--- src/rtl/mpsoc_dbg_pkg.sv ---
// ---------------------------------------------------------------------------
// mpsoc_dbg_pkg
// Shared definitions for the OR1K debug burst sequencer.
//   burst_state_t   : sequencer FSM states
//   BURST_CMD_READ  : cmd_wr_i value selecting a read burst
//   BURST_CMD_WRITE : cmd_wr_i value selecting a write burst
// ---------------------------------------------------------------------------
package mpsoc_dbg_pkg;

  typedef enum logic [2:0] {
    ST_IDLE   = 3'd0,
    ST_WFETCH = 3'd1,
    ST_ISSUE  = 3'd2,
    ST_WAIT   = 3'd3,
    ST_RPUSH  = 3'd4
  } burst_state_t;

  localparam logic BURST_CMD_READ  = 1'b0;
  localparam logic BURST_CMD_WRITE = 1'b1;

endpackage

--- src/rtl/mpsoc_dbg_or1k_burst_seq.sv ---
// ---------------------------------------------------------------------------
// mpsoc_dbg_or1k_burst_seq
// TCK-domain burst sequencer in front of the OR1K debug BIU. One burst
// command becomes a series of single-word strobe/ready accesses; write data
// is pulled from a valid/ready stream, read data pushed to one, and the
// address advances by ADDR_INC after every completed word.
//
// Ports:
//   tck_i, tlr_i                  clock, async active-high reset
//   cmd_valid_i/cmd_ready_o       command handshake (wr, addr, count, sel)
//   abort_i                       abort the running burst
//   wdata_valid_i/wdata_ready_o   write-data stream (wdata_i)
//   rdata_valid_o/rdata_ready_i   read-data stream (rdata_o)
//   biu_*                         single-word BIU request/response
//   busy_o, done_o, aborted_o     burst status
//   words_done_o                  words completed in current/last burst
// ---------------------------------------------------------------------------
module mpsoc_dbg_or1k_burst_seq
  import mpsoc_dbg_pkg::*;
#(
  parameter int CPU_ADDR_WIDTH = 32,
  parameter int CPU_DATA_WIDTH = 32,
  parameter int CNT_WIDTH      = 16,
  parameter int ADDR_INC       = 4
) (
  input  logic                      tck_i,
  input  logic                      tlr_i,
  input  logic                      cmd_valid_i,
  output logic                      cmd_ready_o,
  input  logic                      cmd_wr_i,
  input  logic [CPU_ADDR_WIDTH-1:0] cmd_addr_i,
  input  logic [CNT_WIDTH-1:0]      cmd_count_i,
  input  logic [3:0]                cmd_sel_i,
  input  logic                      abort_i,
  input  logic                      wdata_valid_i,
  output logic                      wdata_ready_o,
  input  logic [CPU_DATA_WIDTH-1:0] wdata_i,
  output logic                      rdata_valid_o,
  input  logic                      rdata_ready_i,
  output logic [CPU_DATA_WIDTH-1:0] rdata_o,
  output logic [3:0]                biu_sel_o,
  output logic                      biu_strobe_o,
  output logic                      biu_rd_wrn_o,
  output logic [CPU_ADDR_WIDTH-1:0] biu_addr_o,
  output logic [CPU_DATA_WIDTH-1:0] biu_data_o,
  input  logic [CPU_DATA_WIDTH-1:0] biu_data_i,
  input  logic                      biu_rdy_i,
  output logic                      busy_o,
  output logic                      done_o,
  output logic                      aborted_o,
  output logic [CNT_WIDTH-1:0]      words_done_o
);

  burst_state_t         state, next_state;
  logic [CNT_WIDTH-1:0] remaining;
  logic                 abort_pend;

  logic accept, finish, abort_end, wtake, biu_complete;

  // Handshake outputs are pure state decodes, so nothing combinationally
  // depends on an input.
  assign cmd_ready_o   = (state == ST_IDLE);
  assign wdata_ready_o = (state == ST_WFETCH);
  assign biu_strobe_o  = (state == ST_ISSUE);
  assign rdata_valid_o = (state == ST_RPUSH);
  assign busy_o        = (state != ST_IDLE);

  // State register; tlr_i drops any burst immediately since the BIU is
  // reset by the same signal.
  always_ff @(posedge tck_i or posedge tlr_i) begin
    if (tlr_i) state <= ST_IDLE;
    else       state <= next_state;
  end

  // Next-state and event decode. A completing handshake always wins over a
  // simultaneous abort; an abort seen while an access is in flight is held
  // in abort_pend until that access completes.
  always_comb begin
    next_state   = state;
    accept       = 1'b0;
    finish       = 1'b0;
    abort_end    = 1'b0;
    wtake        = 1'b0;
    biu_complete = 1'b0;
    unique case (state)
      ST_IDLE: begin
        if (cmd_valid_i) begin
          accept = 1'b1;
          if (cmd_count_i == '0)                 finish     = 1'b1;
          else if (cmd_wr_i == BURST_CMD_WRITE)  next_state = ST_WFETCH;
          else                                   next_state = ST_ISSUE;
        end
      end
      ST_WFETCH: begin
        if (wdata_valid_i) begin
          wtake      = 1'b1;
          next_state = ST_ISSUE;
        end else if (abort_i) begin
          next_state = ST_IDLE;
          finish     = 1'b1;
          abort_end  = 1'b1;
        end
      end
      ST_ISSUE: begin
        if (biu_rdy_i) begin
          next_state = ST_WAIT;
        end else if (abort_i) begin
          next_state = ST_IDLE;
          finish     = 1'b1;
          abort_end  = 1'b1;
        end
      end
      ST_WAIT: begin
        if (biu_rdy_i) begin
          biu_complete = 1'b1;
          if (abort_pend || abort_i) begin
            next_state = ST_IDLE;
            finish     = 1'b1;
            abort_end  = 1'b1;
          end else if (biu_rd_wrn_o) begin
            next_state = ST_RPUSH;
          end else if (remaining == CNT_WIDTH'(1)) begin
            next_state = ST_IDLE;
            finish     = 1'b1;
          end else begin
            next_state = ST_WFETCH;
          end
        end
      end
      ST_RPUSH: begin
        if (rdata_ready_i) begin
          if (remaining == '0) begin
            next_state = ST_IDLE;
            finish     = 1'b1;
          end else begin
            next_state = ST_ISSUE;
          end
        end else if (abort_i) begin
          next_state = ST_IDLE;
          finish     = 1'b1;
          abort_end  = 1'b1;
        end
      end
      default: next_state = ST_IDLE;
    endcase
  end

  // Address/count datapath and registered status. remaining is decremented
  // on completion, so WAIT compares against 1 and RPUSH against 0.
  always_ff @(posedge tck_i or posedge tlr_i) begin
    if (tlr_i) begin
      remaining    <= '0;
      abort_pend   <= 1'b0;
      done_o       <= 1'b0;
      aborted_o    <= 1'b0;
      words_done_o <= '0;
      biu_rd_wrn_o <= 1'b1;
      biu_addr_o   <= '0;
      biu_data_o   <= '0;
      biu_sel_o    <= '0;
      rdata_o      <= '0;
    end else begin
      done_o <= finish;
      if (accept) begin
        remaining    <= cmd_count_i;
        words_done_o <= '0;
        aborted_o    <= 1'b0;
        biu_rd_wrn_o <= (cmd_wr_i != BURST_CMD_WRITE);
        biu_addr_o   <= cmd_addr_i;
        biu_sel_o    <= cmd_sel_i;
      end
      if (abort_end) aborted_o <= 1'b1;
      if (wtake)     biu_data_o <= wdata_i;
      if (biu_complete) begin
        words_done_o <= words_done_o + CNT_WIDTH'(1);
        remaining    <= remaining - CNT_WIDTH'(1);
        biu_addr_o   <= biu_addr_o + CPU_ADDR_WIDTH'(ADDR_INC);
        if (next_state == ST_RPUSH) rdata_o <= biu_data_i;
      end
      unique case (state)
        ST_ISSUE: abort_pend <= abort_i & biu_rdy_i;
        ST_WAIT:  abort_pend <= abort_pend | abort_i;
        default:  abort_pend <= 1'b0;
      endcase
    end
  end

endmodule
--- config.mk ---
export PLATFORM = sky130hd
export DESIGN_NAME = mpsoc_dbg_or1k_burst_seq
export DESIGN_NICKNAME = d
export VERILOG_FILES = /design/src/rtl/mpsoc_dbg_pkg.sv /design/src/rtl/mpsoc_dbg_or1k_burst_seq.sv
export SDC_FILE = /design/constraint.sdc
export NUM_CORES = 1
export LEC_CHECK = 0
export ABC_AREA = 1
export BUFFER_PORTS_ARGS = -buffer_cell sky130_fd_sc_hd__buf_2
export CAP_MARGIN = 5
export CORE_UTILIZATION = 35
export CTS_CLUSTER_DIAMETER = 150
export DETAILED_ROUTE_END_ITERATION = 10
export MAX_ROUTING_LAYER = met4
export PLACE_DENSITY = 0.62
export SYNTH_ARGS = -nofsm -noshare
export SYNTH_HDL_FRONTEND = slang
export SYNTH_SLANG_ARGS = --single-unit
--- constraint.sdc ---
create_clock -name tck_i -period 6.27 [get_ports tck_i]
set_input_delay 0.3135 -clock tck_i [delete_from_list [all_inputs] [get_ports tck_i]]
set_output_delay 0.3135 -clock tck_i [all_outputs]
set_load 0.02 [all_outputs]
==> results.txt <==
* Run status: completed
- In this run, placement finished with an instance count of about 1.5k.
- Number of buffers inserted by hold repair at cts: 0
* Area grow syn2layout: 27.44%
- Synthesis instantiated 33 different standard cells from the library.
* Die Footprint: 0.02181 mm2
- Number of slew-limit violations in the final report: 0
- The finished cells cover around 0.0095 mm2.
- VDD sags by at most 0.2671 mV.
- Global routing's busiest layer: met2
* Final-report hold violation count: 0
- Most used DFF post-synth: dfrtp_1
* Slowest cell on the critical path: buf_4
* Ratio of final minimum period to clock period: a little over a third
- The worst pin sits at a relative slew slack of between 30% and 40%.
- Counting the fill cells in the layout gives between 2k and 2.5k.
- Number of global-route vias before repair: about 6.7k
- In this run the count of I/O pins placed on the die edge is 248.
- After routing, the total negative slack on setup checks comes to 0 ns.
- Final worst path period need: about 2.3 ns
- Cell breakdown of the critical path: inv_1 > nand3_2 > nor2_4 > buf_4 > nand2_4 > mux2_4
* Maximum level of the CTS H-tree: 4
- Synthesis inferred around 140 register bits.
- DR vias: 7037
- Unrepaired setup endpoints after global routing: no
- The worst setup path is captured at a flop.
- Overall routing resource usage: between 20% and 30%
- The first global-routing pass estimated 33530 um of wire.
* Netlist area before placement: between 0.007 and 0.008 mm2
* Number of instances resized during post-cts repair: 0
- Number of optimization iterations in the first detailed-route pass: 5
- Entering global routing, the biggest net connects between 80 and 90 pins.
* # setup viols final: 0
* Post-DP HPWL: around 15000 um
* Category of the most critical setup path: flop to flop
* Largest stage delay, worst path: roughly 0.52 ns
- Clock-pin slew was measured on the worst setup and hold paths at ~0.06 ns.
- Width of the die: around 150 um
- Sequential area share after synthesis: 46.85%
* DIE HEIGHT: 147.7 um
- Count of buffers from port buffering: roughly 250
- Starting utilization of the core area: 36.24%
- Worst-skew pair later-pin latency: approximately 0.43 ns
* EDFF count, synth: 0
* Non-Filler Instances: ~1.5k
* Number of sinks handled by clock tree synthesis: around 140
* Worst-margin pin slew: between 1 and 1.5 ns
* Met3 global-route usage: around 3.1%
- The number of antenna violations at the first check in global routing was 0.
- Layout Skew: between 0.01 and 0.015 ns
* Avg Synthesized Cell Area: 7.618 um2
- Average wire per cell in the routed design: between 10 and 15 um
* M2 GR Usage: approximately a third
- After clock tree synthesis, the setup repair step added 0 buffers.
- Drt drc: 0
- In the synthesized netlist the async set-or-reset flop fraction comes to 100.0%.
- 0 antenna diodes ended up in the layout.
* Synth Instances: 975
- GP Congestion: about 0.90
- The total overflow left after global routing is 0.
- Post-layout net count: between 1k and 1.5k
- Nature of the critical path startpoint: flop
- The floorplan step defined a core boundary enclosing 0.02049 mm2.
- Crit path arrival time: between 2 and 3 ns
* WP data required: 6.58 ns
* Average via count per standard cell: between 4 and 5
* Number of nets produced by synthesis: around 1.1k
* Antenna-violating nets left: 0
- First-iteration detailed-routing DRC count: 390
* Number of buffers inserted during clock tree synthesis: 17
- Row generation in the floorplan step produced between 50 and 60 rows.
* Fraction of final layout cells with drive strength greater than 1: a little over a quarter
* Reported max-cap violation count: 0
* P per Cell Area: around 480 mW/mm2
- The tree is rooted in a clkbuf_16.
* Clk buf depth: 2
* Routed Wire Length: ~21000 um
* TritonCTS clock tree: done
* Hold crit path type: input pin to async pin
- Leakage power total: around 0.005 uW
- Largest fanout of any net on the critical path: between 50 and 60
* Met1 routing resource usage after global routing: ~26%
* Final total power: about 4500 uW
* Yosys warns: 0
* Fmax: 435.3 MHz
- In this run the cell area measured after placement is 0.008875 mm2.
[layer usage]
layer	vias up	part of all wire [%]
met5	-	0
met2	244	47
met1	3211	45
met3	39	5.4
li1	3543	-
met4	0	3.0
[state kept, by name, summed over array words and instances (netlist names)]
register / count
biu_sel_o: 4
abort_pend: 1
biu_rd_wrn_o: 1
biu_data_o: 32
rdata_o: 32
state: 3
words_done_o: 16
aborted_o: 1
biu_addr_o: 32
done_o: 1
remaining: 16
[cell usage after synthesis (all sizes together), types with 6 or more instances]
library cell,number,area share (%)
o21ai,37,2.5
clkbuf,6,0.30
nor3,15,1.1
nand2,404,21
o211ai,13,1.3
nand3,62,4.2
a21oi,8,0.54
nor2,107,5.6
buf,21,1.8
mux2,32,6.3
inv,97,4.9
xor2,11,1.3
dfrtp,138,46
nand4,11,0.93
[kinds of logic (layout without fill, tap and decap cells)]
family / Yosys count / after routing / share of synthesized area (%)
multiplexers: 33 / 33 / 6.452
adder cells (fa/ha/maj): 5 / 5 / 0.8423
flip-flops: 139 / 139 / 46.85
XOR/XNOR: 11 / 11 / 1.297
AO/OA/AOI/OAI: 60 / 60 / 4.565
AND/OR/NAND/NOR: 603 / 603 / 32.99
buffers and inverters: 124 / 379 / 7.008
[where the power goes]
part,leakage (uW),internal (uW),switching [uW],total [uW]
Sequential,0.00175,1280,326,1600
Combinational,0.00309,683,1220,1910
Clock,0.000286,575,446,1020
[through the flow]
step	setup slack, ns	util (%)	hold slack, ns
final	3.973	46.18	0.03178
after global routing	3.802	46.18	0.08255
after CTS	3.950	46.18	0.07014
after detailed placement	3.963	43.30	0.4530
after global placement	3.945	43.30	0.4500
after floorplan	2.234	-	0.4222
[path summary, 6_finish.rpt]
| check | from | to | slack [ns] | depth (start not counted) |
|---|---|---|---|---|
| max in group asynchronous | tlr_i | biu_data_o[15]$_DFFE_PP0P_ | 5.00 | 3 |
| hold / removal | tlr_i | biu_data_o[31]$_DFFE_PP0P_ | 0.03 | 2 |
| min in group tck_i | wdata_i[11] | biu_data_o[11]$_DFFE_PP0P_ | 0.08 | 3 |
| setup / recovery | state[2]$_DFF_PP0_ | rdata_o[18]$_DFFE_PP0P_ | 3.97 | 6 |
| hold reg to reg | biu_data_o[14]$_DFFE_PP0P_ | biu_data_o[14]$_DFFE_PP0P_ | 0.47 | 2 |
| setup reg to reg | state[2]$_DFF_PP0_ | rdata_o[18]$_DFFE_PP0P_ | 3.97 | 6 |
[cell usage in the layout, fill, tap and decap left out, types with 2 or more instances in the layout]
| cell | netlist | routed |
|---|---|---|
| nand3_1 | 61 | 61 |
| nor2_2 | 2 | 2 |
| inv_1 | 92 | 91 |
| o211ai_1 | 13 | 13 |
| nand4_1 | 11 | 11 |
| o21ai_1 | 6 | 6 |
| clkinvlp_4 | 0 | 2 |
| xor2_1 | 11 | 11 |
| clkbuf_16 | 0 | 17 |
| mux2_4 | 29 | 29 |
| dfrtp_1 | 138 | 138 |
| inv_6 | 0 | 6 |
| clkinv_4 | 0 | 2 |
| inv_2 | 4 | 4 |
| nor2_1 | 104 | 104 |
| nor3_1 | 14 | 14 |
| nand2_1 | 400 | 400 |
| inv_8 | 0 | 4 |
| o21ai_0 | 31 | 31 |
| mux2_2 | 3 | 3 |
| ha_1 | 5 | 5 |
| nand2_4 | 3 | 3 |
| buf_4 | 3 | 3 |
| nand3b_1 | 3 | 3 |
| buf_2 | 15 | 247 |
| a21oi_1 | 8 | 8 |
[cell type report]
type                    count  area, um2  share of cell area [%]
clock inverters            14      151.4                   1.599
well taps                 270      337.8                   3.569
flip-flops and latches    139       3480                   36.76
multi-input cells         712       3427                   36.21
clock buffers              18      439.2                   4.640
repair buffers            250       1259                   13.30
inverters                  97      371.6                   3.926
[worst max-delay path: cells and delay by family, from the launching register on]
family / cells / cell delay, ns
DFF: 1 / 0.40
buffers and inverters: 2 / 0.61
muxes: 1 / 0.44
and+or+nand+nor: 3 / 0.71
(Power assumes the default switching activity.)
